===== src/rtl/uart_tx_frame.sv =====
//------------------------------------------------------------------------------
// Module   : uart_tx_frame
// Function : UART transmitter, start / 8 data LSB-first / optional parity /
//            1-or-2 stop bits, with its own baud-period divider.
// Revision : 1.0
//------------------------------------------------------------------------------
`default_nettype none

module uart_tx_frame #(
  parameter int CLK_FREQ = 50_000_000,
  parameter int DIV_W    = 15
) (
  input  logic       Clock,
  input  logic       ResetN,
  input  logic [1:0] BaudRate,
  input  logic [1:0] ParityType,
  input  logic       StopBits,
  input  logic [7:0] DataIn,
  input  logic       Send,
  output logic       DataTx,
  output logic       Busy,
  output logic       Done
);

  // Divisors rounded to nearest: round(CLK_FREQ / baud)
  localparam int c_div2400  = (CLK_FREQ + 1200) / 2400;
  localparam int c_div4800  = (CLK_FREQ + 2400) / 4800;
  localparam int c_div9600  = (CLK_FREQ + 4800) / 9600;
  localparam int c_div19200 = (CLK_FREQ + 9600) / 19200;

  typedef enum logic [2:0] {
    S_IDLE   = 3'd0,
    S_START  = 3'd1,
    S_DATA   = 3'd2,
    S_PARITY = 3'd3,
    S_STOP   = 3'd4
  } state_t;

  state_t           r_state;
  logic [DIV_W-1:0] r_div;
  logic [DIV_W-1:0] r_bitCnt;
  logic [7:0]       r_shift;
  logic [2:0]       r_bitIdx;
  logic             r_parityEn;
  logic             r_parityBit;
  logic             r_twoStop;
  logic             r_stopIdx;
  logic             r_dataTx;
  logic             r_busy;
  logic             r_done;

  logic [DIV_W-1:0] w_div;
  logic             w_parityEn;
  logic             w_parityBit;
  logic             w_lastTick;
  logic             w_doneNext;

  always_comb begin
    w_div = DIV_W'(c_div2400);
    case (BaudRate)
      2'b00:   w_div = DIV_W'(c_div2400);
      2'b01:   w_div = DIV_W'(c_div4800);
      2'b10:   w_div = DIV_W'(c_div9600);
      default: w_div = DIV_W'(c_div19200);
    endcase
  end

  assign w_parityEn  = (ParityType == 2'b01) || (ParityType == 2'b10);
  assign w_parityBit = (ParityType == 2'b01) ? ~^DataIn : ^DataIn;
  assign w_lastTick  = (r_bitCnt == r_div - DIV_W'(1));
  // Done is registered, so raise it one tick early to land on the final clock
  assign w_doneNext  = (r_state == S_STOP) && (r_stopIdx == r_twoStop) &&
                       (r_bitCnt == r_div - DIV_W'(2));

  always_ff @(posedge Clock) begin
    if (!ResetN) begin
      r_state     <= S_IDLE;
      r_div       <= '0;
      r_bitCnt    <= '0;
      r_shift     <= '0;
      r_bitIdx    <= '0;
      r_parityEn  <= 1'b0;
      r_parityBit <= 1'b0;
      r_twoStop   <= 1'b0;
      r_stopIdx   <= 1'b0;
      r_dataTx    <= 1'b1;
      r_busy      <= 1'b0;
      r_done      <= 1'b0;
    end else begin
      r_done   <= w_doneNext;
      r_bitCnt <= w_lastTick ? '0 : r_bitCnt + DIV_W'(1);
      case (r_state)
        S_IDLE: begin
          r_bitCnt <= '0;
          r_dataTx <= 1'b1;
          r_busy   <= 1'b0;
          if (Send) begin
            r_state     <= S_START;
            r_div       <= w_div;
            r_shift     <= DataIn;
            r_parityEn  <= w_parityEn;
            r_parityBit <= w_parityBit;
            r_twoStop   <= StopBits;
            r_dataTx    <= 1'b0;
            r_busy      <= 1'b1;
          end
        end
        S_START: begin
          if (w_lastTick) begin
            r_state  <= S_DATA;
            r_bitIdx <= 3'd0;
            r_dataTx <= r_shift[0];
          end
        end
        S_DATA: begin
          if (w_lastTick) begin
            r_bitIdx <= r_bitIdx + 3'd1;
            r_shift  <= {1'b0, r_shift[7:1]};
            if (r_bitIdx == 3'd7) begin
              if (r_parityEn) begin
                r_state  <= S_PARITY;
                r_dataTx <= r_parityBit;
              end else begin
                r_state   <= S_STOP;
                r_stopIdx <= 1'b0;
                r_dataTx  <= 1'b1;
              end
            end else begin
              r_dataTx <= r_shift[1];
            end
          end
        end
        S_PARITY: begin
          if (w_lastTick) begin
            r_state   <= S_STOP;
            r_stopIdx <= 1'b0;
            r_dataTx  <= 1'b1;
          end
        end
        S_STOP: begin
          r_dataTx <= 1'b1;
          if (w_lastTick) begin
            if (r_stopIdx == r_twoStop) begin
              r_state <= S_IDLE;
              r_busy  <= 1'b0;
            end else begin
              r_stopIdx <= 1'b1;
            end
          end
        end
        default: begin
          r_state  <= S_IDLE;
          r_dataTx <= 1'b1;
          r_busy   <= 1'b0;
        end
      endcase
    end
  end

  assign DataTx = r_dataTx;
  assign Busy   = r_busy;
  assign Done   = r_done;

endmodule

`default_nettype wire

===== config.mk =====
export PLATFORM = sky130hd
export DESIGN_NAME = uart_tx_frame
export DESIGN_NICKNAME = d
export VERILOG_FILES = /design/src/rtl/uart_tx_frame.sv
export SDC_FILE = /design/constraint.sdc
export NUM_CORES = 1
export LEC_CHECK = 0
export BUFFER_PORTS_ARGS = -buffer_cell sky130_fd_sc_hd__buf_2
export CORE_AREA = 4 4 73 75
export CTS_CLUSTER_SIZE = 28
export DETAILED_ROUTE_END_ITERATION = 6
export DIE_AREA = 0 0 77 79
export PLACE_DENSITY = 0.87
export SLEW_MARGIN = 20
export SYNTH_ARGS = -nofsm -noshare
export SYNTH_HDL_FRONTEND = slang
export SYNTH_SLANG_ARGS = --single-unit

===== constraint.sdc =====
create_clock -name Clock -period 6.1 [get_ports Clock]
set_input_delay 0.61 -clock Clock [delete_from_list [all_inputs] [get_ports Clock]]
set_output_delay 0.61 -clock Clock [all_outputs]
set_load 0.01 [all_outputs]

======== Word-level counts from Yosys, hierarchy flattened ========
Cells that the tools add are included.
word-level totals
  word-level logic and storage cells ...... 93
  bits in registers ....................... 51
  output and inout port bits .............. 3
  bits of input ports ..................... 16
operators by class
  add/sub/neg operators ................... 4
  muxes and demuxes ....................... 35
  reductions and logical operators ........ 19
  equality and inequality tests ........... 21
  bitwise gates (word level) .............. 2
operator list
  kind                                                                  count
  15-bit case mux with 3 select lines                                   1
  15-bit == test                                                        2
  3-bit two-way mux                                                     10
  1-bit two-way mux                                                     16
  8-bit two-way mux                                                     2
  2-bit inequality test, second input constant                          8
  8-bit case mux with 2 select lines                                    1
  15-bit by 1-bit adder with 15-bit output, second input constant       1
  3-bit case mux with 5 select lines                                    1
  15-bit by 1-bit subtractor with 15-bit output, second input constant  1
  15-bit by 2-bit subtractor with 15-bit output, second input constant  1
  7-bit AND reduction                                                   2
  3-bit AND reduction                                                   4
  8-bit XNOR reduction                                                  1
  8-bit XOR reduction                                                   1
  3-bit by 2-bit == test with 1-bit output, second input constant       2
  3-bit == test, second input constant                                  2
  1-bit case mux with 3 select lines                                    2
  3-bit case mux with 2 select lines                                    1
  3-bit OR reduction                                                    2
  2-bit by 1-bit == test with 1-bit output, second input constant       2
  2-bit == test, second input constant                                  2
  1-bit case mux with 4 select lines                                    1
  2-bit nonzero test                                                    2
  11 further kinds                                                      13

======== Logic depth before layout (Yosys ltp) ========
Gate-level depths: netlist of run 1.
  depth after elaboration ................. 4
  gate-level depth with buffers ........... 11

======== Least setup slack after synthesis of run 1 ========
Ideal clock, no wire load.
  path kind ............................... reg-to-reg
  start point ............................. register r_div[9]
  end point ............................... register r_stopIdx
  data required time ...................... 5.986 ns
  data arrival time ....................... 2.552 ns
  path buffers ............................ 1
  cell stages (with the launch flop) ...... 11
  slack ................................... 3.435 ns
  cell sequence ........................... dfxtp_1 clkbuf_1 inv_1 ha_1 nor4b_4 nand3_1 mux2_2 a21oi_4 nand4_4 or4b_4 a21o_1
on the way
  longest elaborated chain between the ends .. 4
  elaborated cells on any way between the ends .. 6
  those cells by class .................... 1 x add/sub; 4 x eq/ne; 1 x reduce/logical
ends and longest elaborated chain
  element                                          line  source
  from (decl)                                      40    logic [DIV_W-1:0] r_div;
  from (signal assigned)                           99    r_div <= w_div;
  15-bit by 1-bit subtractor with 15-bit output *  70    assign w_lastTick = (r_bitCnt == r_div - DIV_W'(1));
  15-bit == test *                                 70
  2-bit inequality test (no source line)           -
  7-bit AND reduction (no source line) *           -
  to (signal assigned)                             85    r_stopIdx <= 1'b0;
  to (signal assigned)                             125   r_stopIdx <= 1'b0;
  to (signal assigned)                             136   r_stopIdx <= 1'b0;
  to (decl)                                        47    logic r_stopIdx;
Mark *: on every way between the ends. The rest lies on a longest branch, timed or not.
A chain may end at the register's enable or synchronous reset.

======== Worst setup path in the final report of run 1 ========
  start point ............................. register r_div[9]
  end point ............................... register r_bitCnt[6]
on the way
  longest elaborated chain between the ends .. 3
ends and longest elaborated chain
  element                                        line  source
  15-bit by 1-bit subtractor with 15-bit output  70
  15-bit == test                                 70
  3-bit OR reduction (no source line)            -
  to (signal assigned)                           91    r_bitCnt <= w_lastTick ? '0 : r_bitCnt + DIV_W'(1);
  to (decl)                                      41    logic [DIV_W-1:0] r_bitCnt;
Every way passes these cells.

==> impl_metrics.py, run 1 <==
metrics = {
    "finish": {
        "areaGrowthSynthToFinish_pct": 5.32,
        "diodes": 0,
        "final_cell_mix": "55 x nor2_1, 46 x dfxtp_1, 29 x nand2_1, 24 x xnor2_1",
        "num-fill-cells": 405,
        "final_common_cell": "nor2_1",
        "drive_gt1_frac": 0.114,
        "fin_util": 0.675,
        "final_nets": 404,
    },
    "worst_setup_path": {
        "crit_arrival_ns": 3.29,
        "cp.required_ns": 6.29,
        "worstSetupStartpointType": "register",
        "slowest_stage": "nor4b_4",
        "crit_path_cell_trace": "inv_1 > ha_1 > nor4b_4 > nand3_1 > mux2_2 > nor3_1 > nand4_1 > o211ai_1 > clkbuf_4 > nor2_1",
        "critPathMaxFanout": 12,
        "cp_slowest_stage_delay_ns": 0.48,
        "worstSetupPathType": "register to register",
        "end_kind": "register",
    },
    "synthesis": {
        "ys_async_sr_fraction": 0,
        "yosys-top-cells-area": "dfxtp_1 31%, xnor2_1 7.0%, nor2_1 6.9%, xor2_1 6.2%, ha_1 4.6%",
        "synth.cell_area_um2": 2990,
        "synthFlopType": "dfxtp_1",
        "synth_fa_ha_area_frac": 0.0460,
        "synthSimpleGateAreaFrac": 0.261,
        "synth_nets": 399,
        "synth_xor_area_frac": 0.147,
        "yosys-mux-area-fraction": 0.0176,
        "synth_seq_cells": 46,
        "yosysSeqAreaShare": 0.308,
        "syn_inst": 372,
        "synth_edf_count": 0,
        "synth_compound_area_frac": 0.170,
        "ys_warn_count": 0,
        "yosys.area.top_type": "dfxtp_1",
        "netlist.area_leader.share": 0.308,
        "ys_types": 56,
        "synth_top_family_by_area": "simple AND/OR/NAND/NOR gates",
        "syn_avg_cell_area_um2": 8.04,
    },
    "sta": {
        "fin_setup_tns_ns": 0,
        "finalClockSkew_ns": 0.00827,
        "slew_headroom": 0.394,
        "tightest_slew_ns": 0.901,
        "hold_viol_final": 0,
        "fmax_mhz": 323,
        "whs_ns": 0.460,
        "finalCritPeriodShare": 0.508,
        "post-route-min-period_ns": 3.10,
        "rsz0062_at_grt": "no",
        "drv_slew": 0,
        "fin_ws_ns": 3.00,
        "finalSetupViolCount": 0,
    },
    "clock_network": {
        "htreeDepth": 2,
        "cts_made_buffers": 5,
        "cts_setup_buffers": 0,
        "clkSlewWorstSetupHoldPaths_ns": 0.08,
        "cts_root_buf": "clkbuf_8",
        "holdBufCountCts": 0,
        "cts_resized": 0,
        "insertion_delay_ns": 0.30,
        "cts_tree": "done",
        "clock-sinks": 46,
        "cts_buffer_depth": 2,
    },
    "die": {
        "rows": 25,
        "core_area_um2": 4660,
        "die_w_um": 77,
        "die_h_um": 79,
        "start_util": 0.641,
        "io_pins": 19,
        "dieArea_um2": 6080,
    },
    "pwr": {
        "power.density_nw_per_um2": 208,
        "power_leakage_nw": 1.25,
        "vdd.ir_drop.worst_mv": 0.171,
        "power_mw": 0.656,
    },
    "drt": {
        "wl_met1_um": 2890,
        "wirelength_um": 6600,
        "dr_wl_met2_um": 3080,
        "routedWlPerCell_um": 15.3,
        "top_layer_used": "met4",
        "drtAntennaViolNets": 0,
        "drt-initial-drc-count": 226,
        "drc_errors": 0,
        "via_per_inst": 6.13,
        "dr.pass1.iters": 5,
        "dr_total_vias": 2640,
        "wl_met3_um": 410,
    },
    "global_route": {
        "antenna_found_initial": 0,
        "grt_util_all_layers": 0.225,
        "grt_pass1_vias": 2525,
        "grt_pass1_wl_um": 11200,
        "grt_overflow": 0,
        "grt_max_degree": 24,
    },
    "run": {
        "drv_cap": 0,
    },
    "placed_design": {
        "dp_hpwl_um": 4890,
        "portBuffers": 18,
        "routabilityCongestion": 0.938,
        "dp_slack_ns": 2.98,
    },
    "run_status": {
        "outcome": "completed",
    },
    "hold_path": {
        "hold_class": "register to register",
    },
}
## critical path, delay by kind of cell (launching register included)
family / cells / cell delay (ns)
simple gates: 5 / 1.18
buf+inv: 2 / 0.49
flops: 1 / 0.43
mux: 1 / 0.34
fa+ha+maj: 1 / 0.28
compound gates: 1 / 0.26
## Yosys cell counts, types with 2 or more instances
cell type / count
a211o_1: 2
a211oi_1: 4
a21o_1: 2
a21oi_1: 21
a31oi_1: 2
and2_1: 2
and3_1: 3
buf_2: 2
clkbuf_1: 17
dfxtp_1: 46
ha_1: 11
inv_1: 15
mux2_2: 2
mux2i_1: 3
nand2_1: 29
nand2b_1: 5
nand3_1: 13
nand3b_1: 2
nand4_1: 7
nor2_1: 55
nor2b_1: 3
nor3_1: 13
nor3_2: 2
nor3b_1: 3
nor4_1: 5
o2111a_1: 2
o211ai_1: 2
o21a_1: 6
o21ai_0: 10
o21ai_1: 2
o221a_2: 7
o22ai_1: 3
or3_1: 4
or4_1: 2
xnor2_1: 24
xor2_1: 21
## layout make-up
type                    count  area (um^2)  share of cell area
clock buffers               6         72.6              0.0231
repair buffers             20          105              0.0334
inverters                  15         56.3              0.0179
multi-input cells         289         1920               0.609
clock inverters             1         7.51             0.00238
flip-flops and latches     46          921               0.293
well taps                  54         67.6              0.0215
## flip-flops by register name, indices dropped and copies added, names as in the netlist, 3 cells and up
register,count
r_bitCnt,15
r_bitIdx,3
r_div,10
r_shift,8
r_state,3
## per-layer routing
layer  global-route usage  vias to the layer above
met5                    0                        -
met4                0.121                        0
met3               0.0363                       23
met2                0.378                       88
met1                0.277                     1226
li1                     -                     1303
## where the power goes
group	switching [mW]	internal [mW]
registers	0.0171	0.312
logic	0.0862	0.0662
clock network	0.0954	0.0786
## per-stage QoR
stage / std cells / area [um^2]
CTS: 430 / 3140
detailed placement: 423 / 3060
finish: 431 / 3150
global placement: 423 / 3060
global route: 431 / 3150
floorplan: 372 / 2990
## path summary, 6_finish.rpt
| path | endpoint | from | cells past startpoint | slack [ns] |
|---|---|---|---|---|
| hold / removal | r_parityBit$_SDFFE_PN0P_ | r_parityBit$_SDFFE_PN0P_ | 2 | 0.46 |
| setup / recovery | r_bitCnt[6]$_SDFF_PP0_ | r_div[9]$_SDFFE_PN0P_ | 10 | 3.00 |
| setup reg to reg | r_bitCnt[6]$_SDFF_PP0_ | r_div[9]$_SDFFE_PN0P_ | 10 | 3.00 |
| hold reg to reg | r_parityBit$_SDFFE_PN0P_ | r_parityBit$_SDFFE_PN0P_ | 2 | 0.46 |
## logic make-up (layout without fill, tap and decap cells)
family          Yosys count  after routing
buf+inv                  37             42
compound gates           72             72
mux                       5              5
xor+xnor                 47             47
flops                    46             46
simple gates            154            154
fa+ha+maj                11             11
No activity file was read; power rests on OpenSTA's default activity.
==> run 2, diff against run 1 <==
--- a/config.mk
+++ b/config.mk
@@ -6,11 +6,11 @@
 export NUM_CORES = 1
 export LEC_CHECK = 0
 export BUFFER_PORTS_ARGS = -buffer_cell sky130_fd_sc_hd__buf_2
-export CORE_AREA = 4 4 73 75
+export CORE_AREA = 4 4 79 81
 export CTS_CLUSTER_SIZE = 28
 export DETAILED_ROUTE_END_ITERATION = 6
-export DIE_AREA = 0 0 77 79
-export PLACE_DENSITY = 0.87
+export DIE_AREA = 0 0 83 85
+export PLACE_DENSITY = 0.79
 export SLEW_MARGIN = 20
 export SYNTH_ARGS = -nofsm -noshare
 export SYNTH_HDL_FRONTEND = slang
==> constraint.sdc (replaced) <==
create_clock -name Clock -period 2.8 [get_ports Clock]
set_input_delay 0.28 -clock Clock [delete_from_list [all_inputs] [get_ports Clock]]
set_output_delay 0.28 -clock Clock [all_outputs]
set_load 0.01 [all_outputs]
==> impl_metrics.py, run 2 (same netlist as run 1, synthesis figures left out) <==
metrics = {
    "worst_setup_path": {
        "r2r-start": "r_div[3]$_SDFFE_PN0P_",
        "worstSetupPathType": "register to register",
        "cp_slowest_stage_delay_ns": 0.39,
        "cp.required_ns": 2.97,
        "end_kind": "register",
        "crit_path_cell_trace": "inv_1 > ha_2 > nor4b_4 > buf_4 > nand3_1 > mux2_2 > nor3_1 > nand4_1 > o21ai_0 > o21ai_1",
        "slowest_stage": "o21ai_0",
        "worstSetupStartpointType": "register",
        "r2r_setup_slack_ns": 0.16,
        "critPathLaunch": "r_div[3]$_SDFFE_PN0P_",
        "crit_arrival_ns": 2.81,
        "critPathMaxFanout": 7,
    },
    "placed_design": {
        "post_dp_cell_area_um2": 3150,
        "dp_hpwl_um": 4820,
        "portBuffers": 18,
        "dp_slack_ns": 0.0564,
        "dp.cells": 450,
        "routabilityCongestion": 0.903,
    },
    "finish": {
        "diodes": 0,
        "largest-register": "r_bitCnt",
        "largest_reg_flops": 15,
        "final_area_um2": 3320,
        "multi_input_area_um2": 1930,
        "num-fill-cells": 496,
        "areaGrowthSynthToFinish_pct": 11.0,
        "final-seq-area_um2": 921,
        "reg_top3": "r_bitCnt (15), r_div (10), r_shift (8)",
        "final_cell_mix": "55 x nor2_1, 46 x dfxtp_1, 29 x nand2_1, 24 x xnor2_1, 21 x xor2_1",
        "drive_gt1_frac": 0.156,
        "stdcell_count": 463,
        "final_common_cell": "nor2_1",
        "final_nets": 417,
    },
    "die": {
        "core_area_um2": 5470,
        "start_util": 0.546,
        "rows": 27,
        "die_w_um": 83,
        "die_h_um": 85,
        "dieArea_um2": 7060,
        "io_pins": 19,
    },
    "global_route": {
        "grt_util_all_layers": 0.180,
        "grt_overflow": 0,
        "grt_max_degree": 24,
        "grt_pass1_wl_um": 10700,
        "antenna_found_initial": 0,
        "grt_pass1_vias": 2348,
    },
    "clock_network": {
        "htreeDepth": 2,
        "cts_tree": "done",
        "clkSlewWorstSetupHoldPaths_ns": 0.09,
        "insertion_delay_ns": 0.31,
        "cts_made_buffers": 5,
        "cts_buffer_depth": 2,
        "holdBufCountCts": 0,
        "clock-sinks": 46,
        "cts_root_buf": "clkbuf_8",
    },
    "hold_path": {
        "hold_class": "input port to register",
        "hp-start": "StopBits",
    },
    "sta": {
        "finalSetupViolCount": 0,
        "drv_slew": 0,
        "post-route-min-period_ns": 2.64,
        "fin_setup_tns_ns": 0,
        "finalClockSkew_ns": 0.00720,
        "slew_headroom": 0.513,
        "hold_viol_final": 0,
        "fin_ws_ns": 0.160,
        "fmax_mhz": 379,
        "rsz0062_at_grt": "no",
        "finalCritPeriodShare": 0.943,
        "tightest_slew_ns": 0.730,
        "whs_ns": 0.213,
    },
    "pwr": {
        "internal_power_mw": 1.11,
        "comb_power_share": 0.225,
        "switchingPower_mw": 0.464,
        "power_leakage_nw": 1.34,
        "power.density_nw_per_um2": 474,
        "vdd.ir_drop.worst_mv": 0.327,
        "pwr-share-seq": 0.450,
        "clockPowerShare": 0.325,
        "swShare": 0.295,
    },
    "run": {
        "drv_cap": 0,
    },
    "drt": {
        "drc_errors": 0,
        "wirelength_um": 6510,
        "dr.pass1.iters": 5,
        "routedWlPerCell_um": 14.1,
        "via_per_inst": 5.76,
        "drtAntennaViolNets": 0,
        "dr_total_vias": 2669,
        "drt-initial-drc-count": 159,
    },
    "run_status": {
        "outcome": "completed",
    },
}
## run 2: power by group through the flow
stage,clock [mW],combinational [mW],sequential [mW]
final,0.510,0.355,0.708
after detailed placement,0,0.337,0.722
after CTS,0.513,0.339,0.707
after global placement,0,0.332,0.722
after floorplan,0,0.274,0.711
after global routing,0.538,0.395,0.712
## run 2: final timing paths
| path | endpoint | depth (start not counted) |
|---|---|---|
| setup / recovery | r_state[2]$_SDFFE_PN0P_ | 10 |
| hold / removal | r_twoStop$_SDFFE_PN0P_ | 3 |
| setup reg to reg | r_state[2]$_SDFFE_PN0P_ | 10 |
| hold reg to reg | r_parityBit$_SDFFE_PN0P_ | 2 |
## run 2: cell type report
cell class                 count  share of cell area
clock buffer                   5              0.0207
clock inverter                 3              0.0132
inverter                      15              0.0170
multi-input combinational    289               0.583
sequential                    46               0.278
tap                           72              0.0272
timing repair buffer          33              0.0611
## run 2: layer usage
metal / wire (um) / global-route usage / vias up
met1: 3000 / 0.247 / 1224
met3: 443 / 0.0350 / 16
li1: - / - / 1333
met5: 0 / 0 / -
met4: 114 / 0.0475 / 0
met2: 2960 / 0.290 / 96
## run 2: what timing repair did
item / 4_1_cts / 5_1_grt
endpoints found under the hold margin: 0 / 0
buffers inserted: 0 / 5
resized for setup: 0 / 5
endpoints found under the setup margin: 0 / 26
## run 2: stage by stage
| step | util | power, mW |
|---|---|---|
| finish | 0.606 | 1.57 |
| global route | 0.606 | 1.64 |
| CTS | 0.596 | 1.56 |
| detailed placement | 0.576 | 1.06 |
| global placement | 0.576 | 1.05 |
| floorplan | - | 0.985 |
## run 2: worst max-delay path, delay by kind of cell (launching register included)
family | cells | cell delay (ns)
AO/OA/AOI/OAI | 2 | 0.50
adder cells (fa/ha/maj) | 1 | 0.24
buffers and inverters | 2 | 0.29
flip-flops | 1 | 0.37
multiplexers | 1 | 0.33
AND/OR/NAND/NOR | 4 | 0.78
